## src/rtl/pwm_sequencer_pkg.sv

```systemverilog
`default_nettype none
// ============================================================================
// Module   : pwm_sequencer_pkg
// Brief    : Shared types and default sizes for the PWM sequencer.
// Revision : 1.0 - initial release
// ============================================================================
package pwm_sequencer_pkg;

    localparam int c_WIDTH   = 16;
    localparam int c_CNT_W   = 4;
    localparam int c_NUM_REQ = 2;

    typedef enum logic [1:0] {
        ST_IDLE = 2'd0,
        ST_LOAD = 2'd1,
        ST_RUN  = 2'd2
    } state_t;

endpackage : pwm_sequencer_pkg
`default_nettype wire

```

## src/rtl/pwm_sequencer_pwm.sv

```systemverilog
`default_nettype none
// ============================================================================
// Module   : pwm
// Brief    : Parallel-load rotating shift register, MSB presented first.
// Revision : 1.0 - initial release
// ============================================================================
module pwm #(
    parameter int WIDTH = 16
) (
    input  logic [WIDTH-1:0] in,
    input  logic             clk,
    input  logic             load,
    output logic             out
);

    logic [WIDTH-1:0] r_shreg;

    // No reset: contents are only meaningful after a load, and the
    // sequencer gates the output outside of RUN.
    always_ff @(posedge clk) begin
        if (load) begin
            r_shreg <= in;
        end else begin
            r_shreg <= {r_shreg[WIDTH-2:0], r_shreg[WIDTH-1]};
        end
    end

    assign out = r_shreg[WIDTH-1];

endmodule : pwm
`default_nettype wire

```

## src/rtl/pwm_sequencer.sv

```systemverilog
`default_nettype none
// ============================================================================
// Module   : pwm_sequencer
// Brief    : Two-requester round-robin arbiter that plays a latched pattern
//            a programmable number of periods through the pwm shifter.
// Revision : 1.0 - initial release
// ============================================================================
module pwm_sequencer
    import pwm_sequencer_pkg::*;
#(
    parameter int WIDTH = c_WIDTH,
    parameter int CNT_W = c_CNT_W
) (
    input  logic                 clk,
    input  logic                 reset_n,
    input  logic [c_NUM_REQ-1:0] req,
    input  logic [WIDTH-1:0]     pat0,
    input  logic [WIDTH-1:0]     pat1,
    input  logic [CNT_W-1:0]     periods0,
    input  logic [CNT_W-1:0]     periods1,
    output logic [c_NUM_REQ-1:0] gnt,
    output logic                 busy,
    output logic                 done,
    output logic                 pwm_out
);

    localparam int                 c_BIT_W   = $clog2(WIDTH);
    localparam logic [c_BIT_W-1:0] c_BIT_MAX = c_BIT_W'(WIDTH - 1);

    state_t               r_state;
    state_t               w_state_nxt;
    logic [c_NUM_REQ-1:0] r_gnt;
    logic                 r_prio;
    logic [WIDTH-1:0]     r_pat;
    logic [CNT_W-1:0]     r_per_lat;
    logic [CNT_W-1:0]     r_percnt;
    logic [c_BIT_W-1:0]   r_bitcnt;

    logic                 w_winner;
    logic                 w_grant;
    logic                 w_load;
    logic                 w_done;
    logic                 w_held;
    logic                 w_last;
    logic                 w_pwm;
    logic [CNT_W-1:0]     w_per_sel;

    always_comb begin
        w_state_nxt = r_state;
        w_grant     = 1'b0;
        w_load      = 1'b0;
        w_done      = 1'b0;
        // r_prio names the favoured requester when both are asking.
        w_winner    = (req == 2'b11) ? r_prio : req[1];
        w_per_sel   = w_winner ? periods1 : periods0;
        w_held      = |(req & r_gnt);
        w_last      = (r_bitcnt == c_BIT_MAX) && (r_percnt == CNT_W'(1));
        case (r_state)
            ST_IDLE: begin
                if (|req) begin
                    w_grant     = 1'b1;
                    w_state_nxt = ST_LOAD;
                end
            end
            ST_LOAD: begin
                w_load      = 1'b1;
                w_state_nxt = w_held ? ST_RUN : ST_IDLE;
            end
            ST_RUN: begin
                if (!w_held) begin
                    w_state_nxt = ST_IDLE;
                end else if (w_last) begin
                    w_done      = 1'b1;
                    w_state_nxt = ST_IDLE;
                end
            end
            default: w_state_nxt = ST_IDLE;
        endcase
    end

    always_ff @(posedge clk or negedge reset_n) begin
        if (!reset_n) begin
            r_state   <= ST_IDLE;
            r_gnt     <= '0;
            r_prio    <= 1'b0;
            r_pat     <= '0;
            r_per_lat <= '0;
            r_percnt  <= '0;
            r_bitcnt  <= '0;
        end else begin
            r_state <= w_state_nxt;
            if (w_grant) begin
                r_gnt     <= w_winner ? 2'b10 : 2'b01;
                r_prio    <= ~w_winner;
                r_pat     <= w_winner ? pat1 : pat0;
                r_per_lat <= (w_per_sel == '0) ? CNT_W'(1) : w_per_sel;
            end else if (w_state_nxt == ST_IDLE) begin
                r_gnt <= '0;
            end
            if (r_state == ST_LOAD) begin
                r_bitcnt <= '0;
                r_percnt <= r_per_lat;
            end else if (r_state == ST_RUN) begin
                if (r_bitcnt == c_BIT_MAX) begin
                    r_bitcnt <= '0;
                    r_percnt <= r_percnt - 1'b1;
                end else begin
                    r_bitcnt <= r_bitcnt + 1'b1;
                end
            end
        end
    end

    pwm #(
        .WIDTH (WIDTH)
    ) u_pwm (
        .in   (r_pat),
        .clk  (clk),
        .load (w_load),
        .out  (w_pwm)
    );

    assign gnt     = r_gnt;
    assign busy    = (r_state == ST_LOAD) || (r_state == ST_RUN);
    assign done    = w_done;
    assign pwm_out = (r_state == ST_RUN) && w_pwm;

endmodule : pwm_sequencer
`default_nettype wire

```

## config.mk

```make
export PLATFORM = sky130hd
export DESIGN_NAME = pwm_sequencer
export DESIGN_NICKNAME = d
export VERILOG_FILES = /design/src/rtl/pwm_sequencer_pkg.sv /design/src/rtl/pwm_sequencer_pwm.sv /design/src/rtl/pwm_sequencer.sv
export SDC_FILE = /design/constraint.sdc
export NUM_CORES = 1
export LEC_CHECK = 0
export BUFFER_PORTS_ARGS = -buffer_cell sky130_fd_sc_hd__buf_2
export CAP_MARGIN = 15
export CELL_PAD_IN_SITES_DETAIL_PLACEMENT = 0
export CELL_PAD_IN_SITES_GLOBAL_PLACEMENT = 1
export CORE_ASPECT_RATIO = 1.5
export CORE_UTILIZATION = 45
export DETAILED_ROUTE_END_ITERATION = 10
export GPL_ROUTABILITY_DRIVEN = 1
export PLACE_DENSITY_LB_ADDON = 0.1
export SETUP_SLACK_MARGIN = 0.4
export SLEW_MARGIN = 10
export SYNTH_ARGS = -nofsm -noshare
export SYNTH_HDL_FRONTEND = slang
export SYNTH_HIERARCHICAL = 1
export SYNTH_SLANG_ARGS = --single-unit
```

## constraint.sdc

```tcl
create_clock -name clk -period 3.57 [get_ports clk]
set_input_delay 0.1785 -clock clk [delete_from_list [all_inputs] [get_ports clk]]
set_output_delay 0.1785 -clock clk [all_outputs]
set_load 0.02 [all_outputs]
```

; Word level (Yosys, flattened, before mapping)
; Cells that the tools add are included.
; W data, S select, Z words.
[op_classes]
n_mux = 25
reduce_logical = 12
eq_ne = 5
bitwise = 2
add_sub_neg = 2
[ops]
columns = cell, count
row1 = $mux W16, 2
row2 = $mux W4, 8
row3 = $mux W2, 7
row4 = $mux W1, 7
row5 = $pmux W2 S3, 1
row6 = $reduce_bool A2 Y1, 3
row7 = $add A4 B1 Y4 const B, 1
row8 = $eq A2 B2 Y1 const B, 2
row9 = $eq A4 B1 Y1 const B, 1
row10 = $eq A4 B4 Y1 const B, 1
row11 = $logic_not A2 Y1, 2
row12 = $logic_not A4 Y1, 1
row13 = $reduce_or A2 Y1, 2
row14 = $sub A4 B1 Y4 const B, 1
row15 = $and A2 B2 Y2, 1
row16 = $eq A2 B1 Y1 const B, 1
row17 = $logic_and A1 B1 Y1, 2
row18 = $reduce_and A2 Y1, 1
row19 = $logic_or A1 B1 Y1, 1
row20 = $not A1 Y1, 1
[word_totals]
register_bits = 49
inputBits = 44
wordCells = 54

; Longest topological paths before layout
; Gate-level depths: netlist of the first run.
[depth]
word_depth = 8
ltp_mapped = 7
mapped_depth_nobuf = 6

; Modules after synthesis
; The synthesis of the first run kept the hierarchy.
[modules_own_cells]
columns = mod, area_each_um2, n_inst, cells_each
row1 = pwm_sequencer, 1676.6, 1, 175
row2 = pwm, 569.3, 1, 34

; Worst setup path before layout of the first run
; No wires, ideal clock.
[synth_timing]
path_type = register to register
start = register r_state[1]
end = register r_percnt[2]
setup_ns = 0.126
path_stages_with_launch = 8
arrival_ns = 1.610
path_slack_ns = 1.834
required_time_ns = 3.444
path_cell_list = dfrtp_1 > inv_1 > ha_1 > clkbuf_1 > o21a_1 > buf_2 > a21o_1 > a21oi_1
[synth_via]
elab_chain_cells = 3
word_cells_on_any_way = 6
classes_between = eq/ne: 2 / mux: 1 / reduce/logical: 3
[synth_rtl]
columns = item, line_no
row1 = "start, declared", pwm_sequencer.sv:30  ; state_t r_state;
row2 = "start signal, assigned", pwm_sequencer.sv:91  ; r_state <= w_state_nxt;
row3 = $eq A2 B1 Y1 / $eq A2 B2 Y1 (equally long branches), "pwm_sequencer.sv:100, pwm_sequencer.sv:103"
row4 = $reduce_bool A2 Y1 (no source line), -
row5 = $reduce_and A2 Y1 (no source line), -
row6 = "end signal, assigned", pwm_sequencer.sv:102  ; r_percnt <= r_per_lat;
row7 = "end signal, assigned", pwm_sequencer.sv:106  ; r_percnt <= r_percnt - 1'b1;
row8 = "end, declared", pwm_sequencer.sv:36  ; logic [CNT_W-1:0] r_percnt;
; Several ways; a longest one is shown, not always the timed one.
; A chain may end at the register's enable or synchronous reset.

; Worst setup path after layout of the first run
[layout_timing]
start = register r_percnt[1]
end = output done
[layout_via]
elab_chain_cells = 5
[layout_rtl]
columns = item, line_no
row1 = $eq A4 B1 Y1, pwm_sequencer.sv:57  ; w_last = (r_bitcnt == c_BIT_MAX) && (r_percnt == CNT_W'(1));
row2 = $logic_and A1 B1 Y1, pwm_sequencer.sv:57
row3 = $mux W1, pwm_sequencer.sv:72  ; end else if (w_last) begin
row4 = $mux W1, pwm_sequencer.sv:70  ; if (!w_held) begin
row5 = $mux W1, pwm_sequencer.sv:58  ; case (r_state)
row6 = "end, declared", pwm_sequencer.sv:23  ; output logic done,
; Every way passes these cells.

==> run summary, run 1 <==
Outcome: completed
Achievable Freq: 0.5168 GHz
Synth unique cells: 42
Placed cell count: 314
Final GP Congestion: 0.7602
DRC errors left: 0
Most common cell after layout, fill and taps aside: buf_2
Wirelength per Cell: 14.17 um
Mean Syn Cell Area: 10.75 sq um
Critical path class: flop to primary output
Final Util: 54.55%
Final Setup Violations: 0
Max-slew violation count: 0
Fin Setup TNS: 0 ps
Worst r2r src: r_state[1]
Inserted Diodes: 0
Post-CTS Hold Buffers: 1
Syn Std Cell Area: 0.002246 sq mm
Peak supply drop: 0.5094 mV
Initial antenna violation count: 0
Clk slew on worst S/H paths: 90 ps
Via Count: 1,648
Final wirelength: 4.576 mm
WP data arrival: 1760 ps
Max cap viols: 0
Lkg Pwr: 1.268 nW
Hold_sp: pat0[12]
Slew @ Worst Pin: 821.0 ps
RSZ-0062 raised after global routing: no
H-Tree Depth: 2
Hpwl dp: 3.266 mm
Routed Antenna Nets: 0
Place WS: 1654 ps
Worst hold slack: 93.36 ps
Synth Warn #: 6
Post-CTS Resized: 0
Port Buffers: 48
Largest net degree at the start of global routing: 34
FF-to-FF setup slack: 1680 ps
Sink Count: 49
WHS Path Cells: 3
GRT Overall Usage: 18.54%
Largest fanout on the critical path: 3
CTS root buffer: clkbuf_8
First-pass GRT wire length: 7.189 mm
Flops & latches, synth: 49
Gr ovfl total: 0
TritonCTS Buffers: 5
Syn Nets: 260
Worst clock skew: 5.981 ps
Min Tclk post-route: 1935 ps
Commonest cells after routing, fill and taps aside: buf_2, nand2_1, dfrtp_1, a22oi_1, dfxtp_1
Layout cell share with drive strength beyond 1: 29.96%
Post-synthesis sequential area ratio: 51.03%
CP Launch Type: flop
Vias in the first global route: 1,582
Postcts setup bufs: 0
Drt via density: 5.102
Layout Area Growth over Synthesis: 16.82%
R2r worst-path depth: 6
I/O pin count: 49
Pwr dens: 883.3 mW/mm^2
Crit path capture type: primary output
Slew margin rel.: 45.27%
Placeable Area: 0.004810 sq mm
Drt pass-1 iters: 4
Worst Path Required: 3390 ps
Hold EP: r_pat[12]
Period utilization: 54.21%
Site row count: 31
Clk_lat worst skew: 300 ps
Final hold vios: 0
Final worst slack: 1635 ps
Die Ht: 88.53 um
DIE AREA: 0.005283 sq mm
Hold WC Path Type: input port to flop
Fin cells: 323
Clk buf depth: 2
Nets: 307
Die width: 59.68 um
Initial DRC Count: 54
CTS tree: yes
R2R Path End: r_pat[14]
Gate Count Post-Synth: 209
Initial Util: 46.70%
[cell type report]
cell class,instances,area [sq um]
inverters,8,30.03
repair buffers,51,265.3
flip-flops and latches,49,1146
clock buffers,8,111.4
fillers,488,2186
well taps,66,82.58
multi-input cells,141,988.4
[cell usage after synthesis, drive strengths merged]
library cell | number | share of area, %
o32ai | 1 | 0.39
ha | 7 | 3.9
xnor2 | 1 | 0.39
o22ai | 2 | 0.56
and2 | 2 | 0.56
nor3b | 1 | 0.33
nor2b | 1 | 0.28
nand3b | 2 | 0.67
nor2 | 5 | 0.84
clkbuf | 3 | 0.56
nand2b | 1 | 0.28
a211oi | 2 | 0.67
dfrtp | 33 | 37
nand4 | 1 | 0.28
buf | 8 | 3.2
inv | 8 | 1.3
a22oi | 17 | 5.7
dfxtp | 16 | 14
mux2i | 3 | 1.3
xor2 | 1 | 0.39
a21oi | 4 | 1.1
o31ai | 1 | 0.33
o2111ai | 5 | 1.9
o2bb2ai | 1 | 0.39
a21o | 2 | 0.67
mux2 | 16 | 9.7
o21ai | 8 | 1.8
a31o | 1 | 0.39
o21a | 2 | 0.67
nand3 | 3 | 0.67
a2111oi | 1 | 0.67
o211ai | 1 | 0.33
and3 | 2 | 0.56
nor3 | 5 | 1.1
nand2 | 42 | 7.0
[critical path, cell delays in order, from the launching register on]
cell and delay, ps:
dfrtp_1 390, inv_1 100, ha_1 140, nor3b_1 410, nand2_1 100, nor3_1 130
buf_2 190
[where the power goes]
part | internal, W | switching (W) | total [W] | leakage (nW)
sequential | 0.000831 | 0.000132 | 0.000962 | 0.541
combinational | 0.000460 | 0.000517 | 0.000976 | 0.670
clock | 0.000200 | 0.000179 | 0.000379 | 0.0566
[sequential cells by signal (all words and copies together) (netlist names)]
| signal | cells |
|---|---|
| r_prio | 1 |
| r_bitcnt | 4 |
| r_state | 2 |
| r_pat | 16 |
| gnt | 2 |
| r_percnt | 4 |
| r_per_lat | 4 |
| u_pwm/r_shreg | 16 |
[through the flow]
stage | total power (W) | cell area (sq um)
6_report | 0.002318 | 2624
3_5_place_dp | 0.001963 | 2502
4_1_cts | 0.002359 | 2624
2_1_floorplan | 0.001780 | 2246
3_3_place_gp | 0.001951 | 2502
5_1_grt | 0.002490 | 2624
[layer usage]
metal | share of wire [%] | global-route usage [%]
met2 | 52 | 33.43
met5 | 0 | 0
met1 | 43 | 20.69
met3 | 3.0 | 4.240
met4 | 1.5 | 6.977
[cells by family (layout without fill, tap and decap cells)]
kind of cell             after synthesis  in the layout  synth area share, %
buffers and inverters                 19             67                5.125
AO/OA/AOI/OAI                         48             48                15.54
adder cells (fa/ha/maj)                7              7                3.900
flip-flops                            49             49                51.03
XOR/XNOR                               2              2               0.7801
multiplexers                          19             19                11.03
AND/OR/NAND/NOR                       65             65                12.59
[how the worst max path moves through the flow]
stage / end / cells after the start / slack [ps] / startpoint
6_report: done / 6 / 1630 / r_percnt[1]
5_1_grt: done / 6 / 1420 / r_percnt[1]
4_1_cts: done / 6 / 1610 / r_percnt[1]
3_5_place_dp: r_pat[14] / 6 / 1650 / r_state[1]
3_3_place_gp: r_pat[14] / 6 / 1730 / r_state[1]
2_1_floorplan: r_percnt[2] / 7 / 1830 / r_state[1]
No activity file was read; power rests on OpenSTA's default activity.
==> run 2, diff against run 1 <==
--- a/config.mk
+++ b/config.mk
@@ -10,7 +10,7 @@
 export CELL_PAD_IN_SITES_DETAIL_PLACEMENT = 0
 export CELL_PAD_IN_SITES_GLOBAL_PLACEMENT = 1
 export CORE_ASPECT_RATIO = 1.5
-export CORE_UTILIZATION = 45
+export CORE_UTILIZATION = 37
 export DETAILED_ROUTE_END_ITERATION = 10
 export GPL_ROUTABILITY_DRIVEN = 1
 export PLACE_DENSITY_LB_ADDON = 0.1
==> constraint.sdc (replaced) <==
create_clock -name clk -period 1.7 [get_ports clk]
set_input_delay 0.085 -clock clk [delete_from_list [all_inputs] [get_ports clk]]
set_output_delay 0.085 -clock clk [all_outputs]
set_load 0.02 [all_outputs]
==> run 2 against run 1 <==
Net effect: sequential share of layout area decreased by 12 points; core utilization is 7.4 points higher; design area grew 38%; highest routed layer unchanged; global-route usage up 0.75 points; register-to-register slack worse by 1600 ps; largest cell class is now multi-input combinational cells; critical endpoint is now gnt[1].
==> run summary, run 2 (same netlist as run 1, synthesis figures left out) <==
Outcome: completed (unchanged)
Lkg Pwr: 1.667 nW (was 1.268 nW)
Largest net degree at the start of global routing: 34 (unchanged)
Die width: 65.62 um (was 59.68 um)
Net Sw Power: 0.002466 W (was 0.0008271 W)
Final Util: 61.98% (was 54.55%)
Final hold vios: 0 (unchanged)
Layout cell share with drive strength beyond 1: 53.38% (was 29.96%)
CP Launch Type: flop (unchanged)
Routed Antenna Nets: 0 (unchanged)
Critical path class: flop to flop (was flop to primary output)
Achievable Freq: 0.6317 GHz
Gr ovfl total: 0 (unchanged)
TritonCTS Buffers: 5 (unchanged)
Vias in the first global route: 1,985 (was 1,582)
Worst path max stage delay: 430 ps (was 410 ps)
Slowest-stage cell, CP: dfrtp_1 (was nor3b_1)
Largest regs: r_pat (16), u_pwm/r_shreg (16) (unchanged)
Initial Util: 38.54% (was 46.70%)
Max cap viols: 0 (unchanged)
Peak supply drop: 0.7921 mV (was 0.5094 mV)
DIE AREA: 0.006392 sq mm (was 0.005283 sq mm)
Largest fanout on the critical path: 3 (unchanged)
Die Ht: 97.42 um (was 88.53 um)
Period utilization: 93.12%
Commonest cells after routing, fill and taps aside: buf_2, nand2_1, dfrtp_1, buf_4 (was buf_2, nand2_1, dfrtp_1, a22oi_1, dfxtp_1)
H-Tree Depth: 2 (unchanged)
Fin cells: 383 (was 323)
Final GP Congestion: 0.8377 (was 0.7602)
WP data arrival: 1820 ps (was 1760 ps)
Placed cell count: 323 (was 314)
CTS tree: yes (unchanged)
Placeable Area: 0.005828 sq mm (was 0.004810 sq mm)
Clk_lat worst skew: 290 ps (was 300 ps)
Sink Count: 49 (unchanged)
I/O pin count: 49 (unchanged)
Critical path cell sequence: ha_4 -> nor3b_4 -> buf_6 -> a2111oi_4 -> o2111ai_1 -> nand3b_1 (was inv_1 -> ha_1 -> nor3b_1 -> nand2_1 -> nor3_1 -> buf_2)
Final wirelength: 5.968 mm (was 4.576 mm)
First-pass GRT wire length: 9.335 mm (was 7.189 mm)
WP buf/inv: 1 (was 2)
Final worst slack: 116.9 ps (was 1635 ps)
Sequential share of power: 29.2% (was 41.5%)
DRC errors left: 0 (unchanged)
Max-slew violation count: 0 (unchanged)
RSZ-0062 raised after global routing: yes (was no)
Place WS: 152.2 ps (was 1654 ps)
Hpwl dp: 3.292 mm (was 3.266 mm)
CTS root buffer: clkbuf_8 (unchanged)
Site row count: 34 (was 31)
Pwr dens: 1982 mW/mm^2 (was 883.3 mW/mm^2)
GRT Overall Usage: 19.28% (was 18.54%)
Clk slew on worst S/H paths: 90 ps (about the same)
Min Tclk post-route: 1583 ps
Nets: 361 (was 307)
Initial antenna violation count: 0 (unchanged)
Wirelength per Cell: 15.58 um (was 14.17 um)
Final Setup Violations: 0 (unchanged)
Port Buffers: 48 (unchanged)
Slew @ Worst Pin: 799.3 ps (was 821.0 ps)
Inserted Diodes: 0 (unchanged)
Drt via density: 5.042 (was 5.102)
Crit path capture type: flop (was primary output)
Most common cell after layout, fill and taps aside: buf_2 (unchanged)
Hold WC Path Type: input port to flop (unchanged)
Clk buf depth: 2 (unchanged)
Via Count: 1,931 (was 1,648)
Layout Area Growth over Synthesis: 60.84% (was 16.82%)
Clock Power Share: 12.0% (was 16.4%)
Combinational group share of total power: 58.8% (was 42.1%)
Slew margin rel.: 46.71% (was 45.27%)
Worst clock skew: 6.731 ps (was 5.981 ps)
Int Pwr: 0.004692 W (was 0.001490 W)
Worst Path Required: 1930 ps (was 3390 ps)
Fin Setup TNS: 0 ps (unchanged)
Sw Share: 34.45% (was 35.69%)
Drt pass-1 iters: 4 (unchanged)
Initial DRC Count: 59 (was 54)
Crit path max-delay family: compound AO/OA/AOI/OAI gates (was simple AND/OR/NAND/NOR gates)
==> run 2: cell types whose count changed in the layout (fill, tap and decap cells not counted), moves of 5 or more <==
cell / change
mux2_2: -6
ha_1: -5
dlygate4sd3_1: +11
a22oi_2: +16
buf_12: +6
buf_6: +15
mux2_4: +6
a22oi_1: -16
o21ai_0: -7
nand2_1: -5
buf_4: +17
==> run 2: metal layers <==
metal  up-vias  track usage, %  part of all wire [%]
met2        39           34.81                    54
li1        945               -                     -
met4         0           5.853                   1.9
met1       938           22.08                    41
met3         9           3.873                   2.8
met5         -               0                     0
==> run 2: worst paths after layout <==
path / from / endpoint / slack [ps] / cells past startpoint
worst max-delay path: r_percnt[0] / gnt[1] / 120 / 6
min in group asynchronous: reset_n / r_bitcnt[2] / 400 / 2
worst min-delay path: pat0[8] / r_pat[8] / 4 / 3
max in group asynchronous: reset_n / r_pat[1] / 790 / 2
worst min register to register: u_pwm/r_shreg[8] / u_pwm/r_shreg[9] / 460 / 1
worst max register to register: r_percnt[0] / gnt[1] / 120 / 6
==> run 2: worst register-to-register path, cell delays in order (launching register included) <==
cell	delay, ps
dfrtp_1	430
ha_4	170
nor3b_4	150
buf_6	130
a2111oi_4	400
o2111ai_1	150
nand3b_1	100
==> run 2: repair_timing <==
item	4_1_cts	5_1_grt
hold buffers	12	0
cloned	4	2
resized for setup	45	34
endpoints found under the setup margin	52	52
setup buffers	25	9
pin swaps	21	10
hold endpoints to repair	44	0
==> run 2: power groups by stage <==
stage / clock [W] / sequential [W] / combinational, W
after floorplan: 0 / 0.00200 / 0.00199
after global placement: 0 / 0.00207 / 0.00239
after detailed placement: 0 / 0.00207 / 0.00240
after CTS: 0.000873 / 0.00206 / 0.00359
after global routing: 0.000931 / 0.00215 / 0.00451
final: 0.000859 / 0.00209 / 0.00421
==> run 2: layout make-up <==
| cell class | instances | area [sq um] |
|---|---|---|
| sequential | 49 | 1146 |
| clock buffer | 7 | 86.33 |
| multi-input combinational | 141 | 1272 |
| clock inverter | 1 | 30.03 |
| tap | 72 | 90.09 |
| fill | 470 | 2216 |
| inverter | 8 | 30.03 |
| timing repair buffer | 105 | 957.2 |
==> run 2: metrics by stage <==
step	instance area, sq um	total power (W)	hold slack, ps
after floorplan	2385	0.003994	-210.6
after global placement	2663	0.004464	224.8
after detailed placement	2663	0.004471	222.3
after CTS	3388	0.006518	0.6074
after global routing	3612	0.007589	1.623
final	3612	0.007158	3.623
